`config.mk`:
```
export PLATFORM = sky130hd
export DESIGN_NAME = ins_encode
export DESIGN_NICKNAME = d
export VERILOG_FILES = /design/src/rtl/ins_pkg.sv /design/src/rtl/ins_op_map.sv /design/src/rtl/ins_encode.sv
export SDC_FILE = /design/constraint.sdc
export NUM_CORES = 1
export LEC_CHECK = 0
export CAP_MARGIN = 15
export CORE_MARGIN = 2
export CORE_UTILIZATION = 44
export CTS_CLUSTER_DIAMETER = 100
export CTS_CLUSTER_SIZE = 24
export DETAILED_ROUTE_END_ITERATION = 6
export PLACE_DENSITY_LB_ADDON = 0.05
export SLEW_MARGIN = 20
export SYNTH_ARGS = -nofsm -noshare
export SYNTH_HDL_FRONTEND = slang
export SYNTH_SLANG_ARGS = --single-unit
```
`constraint.sdc`:
```
create_clock -name clk -period 1.85 [get_ports clk]
set_input_delay 0.185 -clock clk [delete_from_list [all_inputs] [get_ports clk]]
set_output_delay 0.185 -clock clk [all_outputs]
set_load 0.05 [all_outputs]
```
`src/rtl/ins_pkg.sv`:
```
// Shared definitions for the instruction encoder: one-hot request bit positions,
// 4-bit opcodes, writer FSM encoding and the byte packing helper.
package ins_pkg;

  localparam int OP_MOVA = 0;
  localparam int OP_MOVB = 1;
  localparam int OP_MOVC = 2;
  localparam int OP_MOVD = 3;
  localparam int OP_ADD  = 4;
  localparam int OP_SUB  = 5;
  localparam int OP_JMP  = 6;
  localparam int OP_JG   = 7;
  localparam int OP_IN1  = 8;
  localparam int OP_OUT1 = 9;
  localparam int OP_MOVI = 10;
  localparam int OP_HALT = 11;
  localparam int NUM_OPS = 12;

  localparam logic [3:0] OPC_MOVA = 4'b0100;
  localparam logic [3:0] OPC_MOVB = 4'b0101;
  localparam logic [3:0] OPC_MOVC = 4'b0110;
  localparam logic [3:0] OPC_MOVD = 4'b0111;
  localparam logic [3:0] OPC_ADD  = 4'b1000;
  localparam logic [3:0] OPC_SUB  = 4'b1001;
  localparam logic [3:0] OPC_JMP  = 4'b1010;
  localparam logic [3:0] OPC_JG   = 4'b1011;
  localparam logic [3:0] OPC_IN1  = 4'b0000;
  localparam logic [3:0] OPC_OUT1 = 4'b0001;
  localparam logic [3:0] OPC_MOVI = 4'b0010;
  localparam logic [3:0] OPC_HALT = 4'b0011;

  typedef enum logic [1:0] {
    ST_IDLE   = 2'd0,
    ST_WR_OP  = 2'd1,
    ST_WR_IMM = 2'd2,
    ST_DONE   = 2'd3
  } state_t;

  function automatic logic [7:0] pack_insn(input logic [3:0] opc, input logic [1:0] rs,
                                           input logic [1:0] rd);
    return {opc, rs, rd};
  endfunction

endpackage

```
`src/rtl/ins_op_map.sv`:
```
// Combinational decode of the one-hot request into opcode and per-op attributes.
// Anything that is not exactly one-hot maps to is_onehot=0 with all attributes cleared.
module ins_op_map
  import ins_pkg::*;
(
  input  logic [NUM_OPS-1:0] op,
  output logic [3:0]         opcode,
  output logic               is_onehot,
  output logic               two_byte,
  output logic               is_halt
);

  // One-hot to opcode lookup; illegal patterns fall to the default arm.
  always_comb begin
    opcode    = 4'b0000;
    is_onehot = 1'b1;
    two_byte  = 1'b0;
    is_halt   = 1'b0;
    case (op)
      (12'd1 << OP_MOVA): opcode = OPC_MOVA;
      (12'd1 << OP_MOVB): opcode = OPC_MOVB;
      (12'd1 << OP_MOVC): opcode = OPC_MOVC;
      (12'd1 << OP_MOVD): opcode = OPC_MOVD;
      (12'd1 << OP_ADD):  opcode = OPC_ADD;
      (12'd1 << OP_SUB):  opcode = OPC_SUB;
      (12'd1 << OP_JMP):  begin opcode = OPC_JMP;  two_byte = 1'b1; end
      (12'd1 << OP_JG):   begin opcode = OPC_JG;   two_byte = 1'b1; end
      (12'd1 << OP_IN1):  opcode = OPC_IN1;
      (12'd1 << OP_OUT1): opcode = OPC_OUT1;
      (12'd1 << OP_MOVI): begin opcode = OPC_MOVI; two_byte = 1'b1; end
      (12'd1 << OP_HALT): begin opcode = OPC_HALT; is_halt  = 1'b1; end
      default:            is_onehot = 1'b0;
    endcase
  end

endmodule

```
`src/rtl/ins_encode.sv`:
```
// Program writer: encodes one mnemonic request per handshake and writes it to program RAM.
// Define INS_ENCODE_CHECKSUM_EN to add chk_xor, a running XOR of every byte written.
module ins_encode
  import ins_pkg::*;
#(
  parameter int ADDR_W = 8,
  parameter int DATA_W = 8
) (
  input  logic                clk,
  input  logic                rst_n,
  input  logic                start,
  input  logic                req_valid,
  output logic                req_ready,
  input  logic [NUM_OPS-1:0]  req_op,
  input  logic [1:0]          req_rs,
  input  logic [1:0]          req_rd,
  input  logic [7:0]          req_imm,
  output logic                mem_we,
  output logic [ADDR_W-1:0]   mem_addr,
  output logic [DATA_W-1:0]   mem_wdata,
  output logic [ADDR_W:0]     wr_count,
  output logic                done,
  output logic                full,
  output logic                err
`ifdef INS_ENCODE_CHECKSUM_EN
  ,
  output logic [7:0]          chk_xor
`endif
);

  if (DATA_W != 8) begin : g_data_w_check
    $error("ins_encode: DATA_W must be 8");
  end

  localparam logic [ADDR_W:0]   DEPTH    = {1'b1, {ADDR_W{1'b0}}};
  localparam logic [ADDR_W-1:0] ADDR_MAX = {ADDR_W{1'b1}};

  state_t              state_r, state_nxt_s;
  logic [ADDR_W-1:0]   addr_r;
  logic [ADDR_W:0]     wr_count_r;
  logic [7:0]          op_byte_r, imm_r;
  logic                two_byte_r, halt_r;
  logic                done_r, full_r, err_r, armed_r;
  logic [3:0]          opcode_s;
  logic                onehot_s, two_byte_s, halt_s;
  logic                hs_s, reject_s, we_s, ready_s;
  logic [7:0]          wdata_s;

  ins_op_map u_op_map (
    .op        (req_op),
    .opcode    (opcode_s),
    .is_onehot (onehot_s),
    .two_byte  (two_byte_s),
    .is_halt   (halt_s)
  );

  assign hs_s     = req_valid & ready_s;
  // A two-byte op needs addr and addr+1 both inside RAM, so the last slot is not enough.
  assign reject_s = ~onehot_s | (two_byte_s & (addr_r == ADDR_MAX));

  // State register.
  always_ff @(posedge clk or negedge rst_n) begin
    if (!rst_n) state_r <= ST_IDLE;
    else        state_r <= state_nxt_s;
  end

  // Next-state logic; start overrides every state.
  always_comb begin
    state_nxt_s = state_r;
    if (start) begin
      state_nxt_s = ST_IDLE;
    end else begin
      case (state_r)
        ST_IDLE:   state_nxt_s = (hs_s && !reject_s) ? ST_WR_OP : ST_IDLE;
        ST_WR_OP:  state_nxt_s = two_byte_r ? ST_WR_IMM : (halt_r ? ST_DONE : ST_IDLE);
        ST_WR_IMM: state_nxt_s = ST_IDLE;
        ST_DONE:   state_nxt_s = ST_DONE;
        default:   state_nxt_s = ST_IDLE;
      endcase
    end
  end

  // Output decode from the registered state; start masks the write strobe.
  always_comb begin
    we_s    = 1'b0;
    wdata_s = op_byte_r;
    ready_s = 1'b0;
    case (state_r)
      ST_IDLE:   ready_s = armed_r & ~done_r & ~full_r & ~start;
      ST_WR_OP:  we_s = ~start;
      ST_WR_IMM: begin we_s = ~start; wdata_s = imm_r; end
      ST_DONE:   ready_s = 1'b0;
      default:   we_s = 1'b0;
    endcase
  end

  // Datapath: request capture, address, counters and sticky flags.
  always_ff @(posedge clk or negedge rst_n) begin
    if (!rst_n) begin
      addr_r     <= '0;
      wr_count_r <= '0;
      op_byte_r  <= 8'h00;
      imm_r      <= 8'h00;
      two_byte_r <= 1'b0;
      halt_r     <= 1'b0;
      done_r     <= 1'b0;
      full_r     <= 1'b0;
      err_r      <= 1'b0;
      armed_r    <= 1'b0;
    end else if (start) begin
      addr_r     <= '0;
      wr_count_r <= '0;
      done_r     <= 1'b0;
      full_r     <= 1'b0;
      err_r      <= 1'b0;
      armed_r    <= 1'b1;
    end else begin
      armed_r <= 1'b1;
      err_r   <= hs_s & reject_s;
      if (hs_s && !reject_s) begin
        op_byte_r  <= pack_insn(opcode_s, req_rs, req_rd);
        imm_r      <= req_imm;
        two_byte_r <= two_byte_s;
        halt_r     <= halt_s;
      end
      if (we_s) begin
        addr_r <= addr_r + ADDR_W'(1);
        if (addr_r == ADDR_MAX) full_r <= 1'b1;
        if (wr_count_r != DEPTH) wr_count_r <= wr_count_r + (ADDR_W+1)'(1);
        if (state_r == ST_WR_OP && halt_r) done_r <= 1'b1;
      end
    end
  end

`ifdef INS_ENCODE_CHECKSUM_EN
  logic [7:0] chk_r;

  // Running XOR of written bytes.
  always_ff @(posedge clk or negedge rst_n) begin
    if (!rst_n)      chk_r <= 8'h00;
    else if (start)  chk_r <= 8'h00;
    else if (we_s)   chk_r <= chk_r ^ wdata_s;
  end

  assign chk_xor = chk_r;
`endif

  assign req_ready = ready_s;
  assign mem_we    = we_s;
  assign mem_addr  = addr_r;
  assign mem_wdata = wdata_s;
  assign wr_count  = wr_count_r;
  assign done      = done_r;
  assign full      = full_r;
  assign err       = err_r;

endmodule

```
==> results.toml <==
[synthesis]
yosysSeqAreaShare_pct = 45.0
synthArstFlopShare_pct = 100
synth-main-ff-cell = "dfrtp_1"
post_synth_inst_count = 218
synth_seq_cells = 41
yosys.cell_types.count = 46
syn_area_um2 = 2280
synth_area_per_cell_um2 = 10.5
synth_edf_count = 0
syn_nets = 253
yosysWarnings = 0

[die]
initial_core_util_pct = 45.2
die_w_um = 76
die_y_um = 76
core_region_area_um2 = 5040
dieArea_um2 = 5780
boundaryPins = 58
rows = 26

[sta]
setup_ws_ns = -0.0118
whs_ns = 0.376
timing.final.crit_share_pct = 101
maxSlewHeadroom_pct = 65.3
layout_min_cycle_time_ns = 1.86
worstMarginPinSlew_ns = 0.520
drv_slew = 0
setup_viol = 6
max_freq_mhz = 537
rsz0062_at_grt = "yes"
finalClockSkew_ns = 0.00721
finalHoldViolations = 0

[worst_setup_path]
endpoint_kind = "register"
timing_worst_setup_path_type = "in -> reg"
cp_data_required_time_ns = 2.02
cp-start-kind = "primary input"
path_max_fanout = 5
crit_arrival_ns = 2.04

[placement]
place_worst_setup_slack_ns = -0.559
placed_area_um2 = 3270
gp_congestion = 0.845
post-dp-hpwl_mm = 3.79
portBuffers = 57
dp_cells = 378

[layout]
drive_gt1_share_pct = 37.2
fin_cells = 393
diodes = 0
final_core_util_pct = 69.7
final.fill_count = 412
final_nets = 357
layout_commonest_cell = "buf_4"
final_cell_mix = "buf_4 (50), dfrtp_1 (33), nor2_1 (32), clkdlybuf4s50_1 (32), mux2_2 (14)"
postLayoutCellArea_um2 = 3510
area.growth.synth_to_final_pct = 54.1

[global_route]
antenna_found_initial = 0
grt_max_degree = 42
grt_pass1_vias = 1915
grt_pass1_wl_mm = 8.56
grt_usage_pct = 18.1
grt.overflow.total = 0

[drt]
wl_met2_mm = 2.66
met3_length_um = 163
postRouteAntennaNets = 0
top_layer = "met4"
drc = 0
drt_iter0_markers = 57
wl_mm = 5.13
drt_pass1_iterations = 4
avgRoutedWirePerCell_um = 13.0
via_count = 1940
wl_met1_mm = 2.25
drt-vias-per-instance = 4.94

[worst_hold_path]
hold_path_class = "in -> async"

[run_status]
status = "complete, but fails checks"
violations = "setup timing"

[clocking]
cts_sinks = 41
cts_tree = "done"
root_buffer = "clkbuf_8"
cts_max_level = 2
clk_latency_ns = 0.29
clk_pin_slew_ns = 0.08
clock_path_buffers = 2
numCtsBuffers = 5

[power]
p_leak_nw = 1.62
power.density_nw_per_um2 = 478
vdd_drop_max_uv = 412

[run]
maxCapViolations = 0
[state kept, by name (all words and copies together), names as in the netlist]
register,flops
done,1
two_byte_r,1
halt_r,1
state_r,2
full,1
wr_count,9
err,1
op_byte_r,8
imm_r,8
armed_r,1
mem_addr,8
[final cells by class]
type,count,area [um^2],share of cell area [%]
multi-input cells,158,1260,35.8
flip-flops and latches,41,1040,29.5
repair buffers,106,1010,28.8
well taps,70,87.6,2.49
clock buffers,6,72.6,2.06
inverters,10,37.5,1.07
clock inverters,2,10.0,0.285
[path summary, 6_finish.rpt]
| kind | start | endpoint | slack (ns) | cells after the start |
|---|---|---|---|---|
| hold / removal | rst_n | wr_count[7] | 0.38 | 3 |
| max in group asynchronous | rst_n | mem_addr[2] | 1.24 | 3 |
| min in group clk | req_imm[3] | imm_r[3] | 0.51 | 2 |
| hold reg to reg | op_byte_r[1] | op_byte_r[1] | 0.51 | 1 |
| setup / recovery | req_op[5] | imm_r[0] | -0.01 | 7 |
| setup reg to reg | mem_addr[0] | imm_r[0] | -0.01 | 7 |
[routing by layer]
metal / GRT usage (%) / vias up
li1: - / 970
met1: 22.3 / 932
met2: 32.1 / 32
met3: 4.38 / 6
met4: 4.36 / 0
met5: 0 / -
[worst max-delay path: stages]
cell and delay, ns:
dlygate4sd2_1 0.26, inv_2 0.05, or4_4 0.53, o221a_2 0.29
a31o_4 0.28, buf_12 0.15, mux2_4 0.29
[cell families after synthesis]
family | share of synthesized area (%)
AND/OR/NAND/NOR | 18.2
other | 0.164
AO/OA/AOI/OAI | 9.00
multiplexers | 11.1
adder cells (fa/ha/maj) | 3.84
XOR/XNOR | 7.68
flip-flops | 45.0
buffers and inverters | 5.05
[synth_stat cells (2+ instances only)]
cell / n / area share, %
a21oi_1: 4 / 0.88
a22o_2: 2 / 0.88
a22oi_1: 2 / 0.66
a31oi_1: 3 / 0.82
and3_1: 3 / 0.82
buf_6: 2 / 0.99
clkbuf_1: 4 / 0.66
dfrtp_1: 41 / 45
ha_1: 7 / 3.8
inv_1: 9 / 1.5
mux2_2: 14 / 6.9
mux2_4: 5 / 3.3
mux2i_1: 2 / 0.88
nand2_1: 11 / 1.8
nand3_1: 4 / 0.88
nand3b_1: 2 / 0.66
nand4_1: 9 / 2.5
nor2_1: 33 / 5.4
nor3_1: 4 / 0.88
nor4_2: 2 / 1.1
nor4b_1: 2 / 0.77
o211ai_1: 2 / 0.66
o21ai_0: 9 / 2.0
or3_1: 2 / 0.55
xnor2_1: 6 / 2.3
xor2_1: 14 / 5.4
[where the power goes]
part	internal (W)	leakage, nW	switching [W]	total [W]
sequential	0.000902	0.546	0.00000284	0.000905
clock	0.000261	0.0450	0.000298	0.000559
combinational	0.000110	1.03	0.000105	0.000215
total	0.00127	1.62	0.000405	0.00168
[stage by stage]
stage	TNS (ns)	power (W)
2_1_floorplan	-2.33	0.000993
3_3_place_gp	-8.84	0.00114
3_5_place_dp	-9.37	0.00114
4_1_cts	0	0.00170
5_1_grt	-0.560	0.00176
6_report	-0.0304	0.00168
[timing repair]
action / in CTS / in global routing
gates cloned: 0 / 2
setup buffers: 1 / 3
endpoints found under the hold margin: 41 / 0
hold buffers: 1 / 0
pin swaps: 3 / 4
resized for setup: 18 / 13
setup endpoints to repair: 25 / 20
No activity file was read; power rests on OpenSTA's default activity.
